[src/rtl/design03_op_sequencer.sv]
// Purpose : sequences one start(a,b) -> result(c) -> check(d) transaction on the datapath per command.
// Latency : accept edge n -> EN_start cycle n+1, result sampled n+2, EN_check n+3, rsp_valid n+4 (all RDYs high).
// Backpr. : cmd_ready only in IDLE; response held stable until rsp_ready; per-phase watchdog aborts stalled RDYs.
//
// Ports:
//   CLK, RST_N                 clock, async active-low reset
//   cmd_valid/cmd_ready        command handshake, operands cmd_a..cmd_d
//   rsp_valid/rsp_ready        response handshake, rsp_result/rsp_check/rsp_timeout
//   start_a/start_b/EN_start/RDY_start     datapath start method
//   result_c/result/RDY_result             datapath result method
//   check_d/EN_check/check/RDY_check       datapath check actionvalue
//   busy, op_count             status: not idle, responses handed off (wrapping)
module design03_op_sequencer #(
    parameter int W              = 7,
    parameter int TIMEOUT_CYCLES = 64,
    parameter int CNT_W          = 16
) (
    input  logic             CLK,
    input  logic             RST_N,
    input  logic             cmd_valid,
    output logic             cmd_ready,
    input  logic [W-1:0]     cmd_a,
    input  logic [W-1:0]     cmd_b,
    input  logic [W-1:0]     cmd_c,
    input  logic [W-1:0]     cmd_d,
    output logic             rsp_valid,
    input  logic             rsp_ready,
    output logic [W-1:0]     rsp_result,
    output logic [W-1:0]     rsp_check,
    output logic             rsp_timeout,
    output logic [W-1:0]     start_a,
    output logic [W-1:0]     start_b,
    output logic             EN_start,
    input  logic             RDY_start,
    output logic [W-1:0]     result_c,
    input  logic [W-1:0]     result,
    input  logic             RDY_result,
    output logic [W-1:0]     check_d,
    output logic             EN_check,
    input  logic [W-1:0]     check,
    input  logic             RDY_check,
    output logic             busy,
    output logic [CNT_W-1:0] op_count
);

    typedef enum logic [2:0] {
        S_IDLE   = 3'd0,
        S_START  = 3'd1,
        S_RESULT = 3'd2,
        S_CHECK  = 3'd3,
        S_RESP   = 3'd4
    } state_t;

    // The counter never needs to hold TIMEOUT_CYCLES itself: the phase is
    // abandoned on the cycle the count would reach it.
    localparam int WAIT_W = (TIMEOUT_CYCLES > 1) ? $clog2(TIMEOUT_CYCLES) : 1;
    localparam logic [WAIT_W-1:0] WAIT_LAST =
        WAIT_W'((TIMEOUT_CYCLES > 0) ? TIMEOUT_CYCLES - 1 : 0);
    localparam bit WDOG_EN = (TIMEOUT_CYCLES > 0);

    state_t            r_state;
    state_t            w_next;
    logic [W-1:0]      r_a, r_b, r_c, r_d;
    logic [W-1:0]      r_result, r_check;
    logic              r_timeout;
    logic [CNT_W-1:0]  r_op_count;
    logic [WAIT_W-1:0] r_wait;

    logic w_accept, w_handoff, w_cap_res, w_cap_chk;
    logic w_waiting, w_phase_rdy, w_expire;

    always_comb begin
        w_next      = r_state;
        cmd_ready   = 1'b0;
        rsp_valid   = 1'b0;
        EN_start    = 1'b0;
        EN_check    = 1'b0;
        w_accept    = 1'b0;
        w_handoff   = 1'b0;
        w_cap_res   = 1'b0;
        w_cap_chk   = 1'b0;
        w_waiting   = 1'b0;
        w_phase_rdy = 1'b1;
        w_expire    = 1'b0;
        case (r_state)
            S_IDLE: begin
                cmd_ready = 1'b1;
                if (cmd_valid) begin
                    w_accept = 1'b1;
                    w_next   = S_START;
                end
            end
            S_START: begin
                EN_start    = RDY_start;
                w_waiting   = 1'b1;
                w_phase_rdy = RDY_start;
                if (RDY_start) w_next = S_RESULT;
            end
            S_RESULT: begin
                w_waiting   = 1'b1;
                w_phase_rdy = RDY_result;
                if (RDY_result) begin
                    w_cap_res = 1'b1;
                    w_next    = S_CHECK;
                end
            end
            S_CHECK: begin
                EN_check    = RDY_check;
                w_waiting   = 1'b1;
                w_phase_rdy = RDY_check;
                if (RDY_check) begin
                    w_cap_chk = 1'b1;
                    w_next    = S_RESP;
                end
            end
            S_RESP: begin
                rsp_valid = 1'b1;
                if (rsp_ready) begin
                    w_handoff = 1'b1;
                    w_next    = S_IDLE;
                end
            end
            default: w_next = S_IDLE;
        endcase
        // RDY rising on the limit cycle wins: expiry requires RDY still low.
        w_expire = WDOG_EN && w_waiting && !w_phase_rdy && (r_wait == WAIT_LAST);
        if (w_expire) w_next = S_RESP;
    end

    always_ff @(posedge CLK or negedge RST_N) begin
        if (!RST_N) begin
            r_state <= S_IDLE;
        end else begin
            r_state <= w_next;
        end
    end

    // Cleared on every state change so each waiting phase starts from zero.
    always_ff @(posedge CLK or negedge RST_N) begin
        if (!RST_N) begin
            r_wait <= '0;
        end else if (w_next != r_state) begin
            r_wait <= '0;
        end else if (w_waiting && !w_phase_rdy) begin
            r_wait <= r_wait + 1'b1;
        end
    end

    always_ff @(posedge CLK or negedge RST_N) begin
        if (!RST_N) begin
            r_a        <= '0;
            r_b        <= '0;
            r_c        <= '0;
            r_d        <= '0;
            r_result   <= '0;
            r_check    <= '0;
            r_timeout  <= 1'b0;
            r_op_count <= '0;
        end else begin
            if (w_accept) begin
                r_a       <= cmd_a;
                r_b       <= cmd_b;
                r_c       <= cmd_c;
                r_d       <= cmd_d;
                r_result  <= '0;
                r_check   <= '0;
                r_timeout <= 1'b0;
            end
            if (w_cap_res) r_result <= result;
            if (w_cap_chk) r_check <= check;
            if (w_expire) r_timeout <= 1'b1;
            if (w_handoff) r_op_count <= r_op_count + 1'b1;
        end
    end

    assign start_a     = r_a;
    assign start_b     = r_b;
    assign result_c    = r_c;
    assign check_d     = r_d;
    assign rsp_result  = r_result;
    assign rsp_check   = r_check;
    assign rsp_timeout = r_timeout;
    assign op_count    = r_op_count;
    assign busy        = (r_state != S_IDLE);

endmodule

[config.mk]
export PLATFORM = sky130hd
export DESIGN_NAME = design03_op_sequencer
export DESIGN_NICKNAME = d
export VERILOG_FILES = /design/src/rtl/design03_op_sequencer.sv
export SDC_FILE = /design/constraint.sdc
export NUM_CORES = 1
export LEC_CHECK = 0
export ABC_AREA = 1
export BUFFER_PORTS_ARGS = -buffer_cell sky130_fd_sc_hd__buf_2
export CAP_MARGIN = 20
export CORE_MARGIN = 4
export CORE_UTILIZATION = 46
export CTS_BUF_LIST = sky130_fd_sc_hd__clkbuf_2 sky130_fd_sc_hd__clkbuf_4 sky130_fd_sc_hd__clkbuf_8
export DETAILED_ROUTE_END_ITERATION = 12
export GPL_ROUTABILITY_DRIVEN = 0
export PLACE_DENSITY = 0.83
export SLEW_MARGIN = 30
export SYNTH_ARGS = -nofsm -noshare
export SYNTH_HDL_FRONTEND = slang
export SYNTH_SLANG_ARGS = --single-unit
[constraint.sdc]
create_clock -name CLK -period 1.5 [get_ports CLK]
set_input_delay 0.075 -clock CLK [delete_from_list [all_inputs] [get_ports CLK]]
set_output_delay 0.075 -clock CLK [all_outputs]
set_load 0.05 [all_outputs]
After elaboration in Yosys (flattened, before gate mapping):

Index checks and enable logic that the tools add are counted.

* bits in registers: 68
* bits in latches: 0
* bits in writable memories: 0
* ROM bits: 0
* logic and storage cells: 56
* memories kept: 0

* add/subtract/negate cells: 2
* $mul: 0
* divide/modulo/power cells: 0
* magnitude comparators: 0
* equality and inequality tests: 6
* shifts and indexed selects: 0
* muxes and demuxes: 28
* bitwise logic cells: 0
* reduce and logical (&&, ||, !) cells: 10

Operators with widths (number)
* $mux W7: 3
* $mux W3: 6
* $add A16 B1 Y16 const B: 1
* $mux W1: 15
* $pmux W3 S5: 1
* $mux W6: 2
* $reduce_bool A2 Y1: 4
* $add A6 B1 Y6 const B: 1
* $eq A3 B2 Y1 const B: 2
* $eq A6 B6 Y1 const B: 1
* $eq A3 B1 Y1 const B: 1
* $eq A3 B3 Y1 const B: 1
* $logic_not A3 Y1: 1
* $ne A3 B3 Y1: 1
* $pmux W1 S3: 1
* $reduce_bool A3 Y1: 1
* $reduce_or A3 Y1: 1
* $logic_and A1 B1 Y1: 2
* $logic_not A1 Y1: 1

Longest topological paths before layout:

* word-level depth: 8
* gate-level depth with buffers: 13
* gate-level depth less buffers: 12

Worst setup path before layout:

No wires, ideal clock.

* path type: register to register
* from: register r_state[2]
* to: register r_wait[0]
* setup time: 0.073 ns
* arrival time: 1.975 ns
* data required time: 1.427 ns
* path slack: -0.548 ns
* cell stages (with the launch flop): 10
* buffers on the path: 0
* clock period less this slack: 2.048 ns
* cells stage by stage: dfrtp_1 -> inv_2 -> nand3_1 -> nor2_1 -> nor2_1 -> nand2_1 -> nand2_1 -> a21oi_1 -> nand3_2 -> nor2_1

* word-level cells in the longest chain between the ends: 8
* elaborated cells on any way between the ends: 21
* those cells by class: 5 x eq/ne; 10 x mux; 6 x reduce/logical

RTL lines
* from (decl): RTL line 61 `state_t r_state;`
* from (signal assigned): RTL line 134 `r_state <= w_next;`
* $eq A3 B2 Y1 / $eq A3 B1 Y1 (equally long branches): RTL line 85 `case (r_state)`
* $pmux W1 S3 / $reduce_or A3 Y1 (equally long branches)
* $logic_not A1 Y1 / $mux W1 (equally long branches): RTL line 126, 144, 85
* $logic_and A1 B1 Y1: RTL line 126, 144
* $logic_and A1 B1 Y1: RTL line 126 `w_expire = WDOG_EN && w_waiting && !w_phase_rdy && (r_wait == WAIT_LAST);`
* $mux W3: RTL line 127 `if (w_expire) w_next = S_RESP;`
* $ne A3 B3 Y1: RTL line 142 `end else if (w_next != r_state) begin`
* $mux W6 / $reduce_bool A2 Y1 (equally long branches)
* to (signal assigned): RTL line 145 `r_wait <= r_wait + 1'b1;`
* to (decl): RTL line 67 `logic [WAIT_W-1:0] r_wait;`

Parallel ways exist; a longest one is shown, timed or not.
A chain may end at the register's enable or synchronous reset.

Worst setup path in the final report:

* from: register r_state[1]
* to: register r_a[2], in the netlist start_a[2]

* word-level cells in the longest chain between the ends: 2

RTL lines
* $logic_not A3 Y1: RTL line 85
* $mux W1: RTL line 85
* to (signal assigned): RTL line 161 `r_a <= cmd_a;`
* to (decl): RTL line 63 `logic [W-1:0] r_a, r_b, r_c, r_d;`

Every way passes these cells.

==> run metrics <==
Horiz. Die Dim 89.0 µm; first-pass GRT wire length ~14000 µm; Sw Share 49.5%; Power per Cell Area 2080 nW/µm²; fraction of synthesized cell area in xor and xnor cells 5.51%; Min-Delay Startpoint RDY_start; Vias around 3100; Nets roughly 570; crit-path max cell delay between 0.4 and 0.5 ns; I/O pin count roughly 110; top_reg_cell synth dfrtp_1; port bufs around 110; via-per-instance ratio around 5.2; Max-Cap Viols 0; vias in the first global route between 3000 and 4000; Hold Path Cell Cnt 6; worst slew pin tran roughly 0.35 ns; Clock power frac approximately 16%; hold slack around 0.23 ns; type of the worst setup path reg2reg; most frequent cells in the layout buf_2 (108), nand2_1 (90), dfrtp_1 (61), dlygate4sd3_1 (43), nand2_2 (34); FMAX slightly above 600 MHz; Pins Over Slew Limit 0; mux share of post-synthesis cell area less than 1%; DRC viols 0; Cell variety after synth 32; WL final slightly above 10000 µm; worst reg2reg setup slack -0.15 ns; Post-Synth Simple-Gate Area ~28%; WP data arrival about 1.9 ns; fin crit share 110%; overall power ~0.011 W; clk slew on worst S/H paths approximately 0.07 ns; row count 29; Psw about 0.0052 W; initial core utilization 47.5%; Reg-to-Reg Start r_state[1]; Slew headroom about 76%; HPWL Detailed between 5000 and 6000 µm; wire length per cell between 15 and 20 µm; initial antenna violation count 1; largest family of logic cells by synthesized area simple AND/OR/NAND/NOR gates; Post-Place Setup Slack -0.0673 ns; clk buf depth 2; Die Height about 90 µm; slowest CP cell dfrtp_2; EDFF count, synth 0; GRT Residual Overflow 0; clock sinks slightly below 70; Mean Syn Cell Area 9.34 µm²; worst min path class in2reg; mapped cell area about 3000 µm²; startpoint class of the critical path flip-flop; Max IR drop VDD about 1.6 mV; Worst R2R Path Depth 9; Seq pwr share a little over a quarter; compound-gate portion of the synthesized area roughly 3.4%; cts bufs inserted 9; Post-Syn Instances between 300 and 400; Final Hold Vio Count 0; worst-path cell chain buf_6, nor2_4, nand2_4, nor2_4, buf_6, buf_12, clkbuf_16, nand2_1, nand2_1; die area 7920 µm²; violated checks setup timing; FFs w/ async S/R, synth between 90% and 100%; Mapped Nets 374; CTS tree done; CP Capture Type flip-flop; Data required, critical path 1.77 ns; largest net degree at the start of global routing 69; worst skew pair latency 0.33 ns; Buffers & Inverters on Critical Path 4; fin worst setup slack -0.149 ns; register area share after synthesis 56.4%; Reg2Reg Capture Point start_a[2]; status finished, violations left; cell-internal power 0.00532 W; crit-path max FO 7; final worst path period need 1.65 ns; combinational fraction of design power between 50% and 60%; Hold Path End r_state[0]; CTS H-tree depth 3; area share of fa/ha/maj cells after synthesis 0.829%; leading cell type in the layout, fill and taps excluded buf_2; core area ~6300 µm²; global-route usage over all layers a little under a quarter; TNS Setup -6.44 ns; Pre-antenna DRT Iters 4; clk_skew slightly below 0.008 ns; final setup fails 61; CTS root buffer clkbuf_8; number of synthesis warnings 0; Area Growth Syn to Fin 67.8%; layout cells sized above 1 about half; critical path's top delay family buffers and inverters; post-route ant nets 0; RSZ-0062 raised after global routing yes; Seq cells post-synth between 60 and 70; static leakage 2.78 nW; First DRT Iteration DRCs ~200
-- Yosys cell counts (3+ instances only) --
cell	number	area, µm²
nand2_1	126	473
dfrtp_1	68	1700
nor2_1	21	78.8
inv_1	19	71.3
nand3_1	17	85.1
xor2_1	10	87.6
xnor2_1	9	78.8
a32o_1	7	70.1
inv_2	5	18.8
nand2_2	4	25.0
buf_2	3	15.0
clkbuf_1	3	11.3
nand3_2	3	30.0
nand4_1	3	18.8
nor2_2	3	18.8
nor2_4	3	33.8
-- repair_timing --
action | CTS | global route
gates resized for setup | 31 | 73
hold buffers | 43 | 0
pin swaps | 11 | 35
buffers inserted | 6 | 14
endpoints found under the setup margin | 18 | 62
endpoints found under the hold margin | 110 | 0
cloned | 0 | 3
-- power by group through the flow --
stage	clock network, W	logic [W]	registers, W
final	0.00169	0.00597	0.00287
after global routing	0.00179	0.00630	0.00293
after CTS	0.00172	0.00521	0.00281
after detailed placement	0	0.00480	0.00285
after global placement	0	0.00469	0.00283
after floorplan	0	0.00162	0.00477
-- state kept, by name, indices dropped and copies added (netlist names) --
signal / count
r_state: 3
start_a: 7
rsp_timeout: 1
rsp_check: 7
check_d: 7
result_c: 7
start_b: 7
op_count: 16
rsp_result: 7
r_wait: 6
-- cell type report --
type                    instances  area, µm²
flip-flops and latches         68       1710
well taps                      77       96.3
clock buffers                  12        153
repair buffers                198       1480
clock inverters                 4       72.6
inverters                      25        125
fillers                       361       1290
diodes                          1       2.50
multi-input cells             221       1420
-- how the worst max path moves through the flow --
| stage | from | to | slack [ns] | cells past startpoint |
|---|---|---|---|---|
| after floorplan | r_state[2] | r_wait[0] | -0.06 | 9 |
| after global placement | r_state[0] | r_wait[3] | -0.01 | 9 |
| after detailed placement | r_state[0] | r_wait[4] | -0.07 | 9 |
| after CTS | r_state[1] | r_wait[4] | -0.08 | 10 |
| after global routing | r_state[0] | r_wait[1] | -0.24 | 12 |
| final | r_state[1] | start_a[2] | -0.15 | 9 |
-- logic make-up after synthesis --
logic type      count (synthesis)
simple gates                  187
flops                          68
buf+inv                        34
xor+xnor                       19
compound gates                 11
mux                             2
fa+ha+maj                       2
-- routing by layer --
metal | track usage (%) | wire (µm) | up-vias
met4 | 10.3 | 263 | 0
met3 | 5.44 | 688 | 30
met1 | 25.7 | 3750 | 1525
li1 | - | - | 1413
met5 | 0 | 0 | -
met2 | 40.5 | 5580 | 157
-- metrics by stage --
| stage | instances | cell area [µm²] | util [%] |
|---|---|---|---|
| CTS | 589 | 4660 | 73.4 |
| global route | 606 | 5060 | 79.7 |
| detailed placement | 524 | 3830 | 60.3 |
| floorplan | 323 | 3060 | - |
| global placement | 524 | 3830 | 60.3 |
| finish | 606 | 5060 | 79.7 |
-- tightest hold or removal path: cells and delay by family --
| family | cells | cell delay (ns) |
|---|---|---|
| AND/OR/NAND/NOR | 4 | 0.31 |
| buffers and inverters | 2 | 0.14 |
No activity file was read; power rests on OpenSTA's default activity.
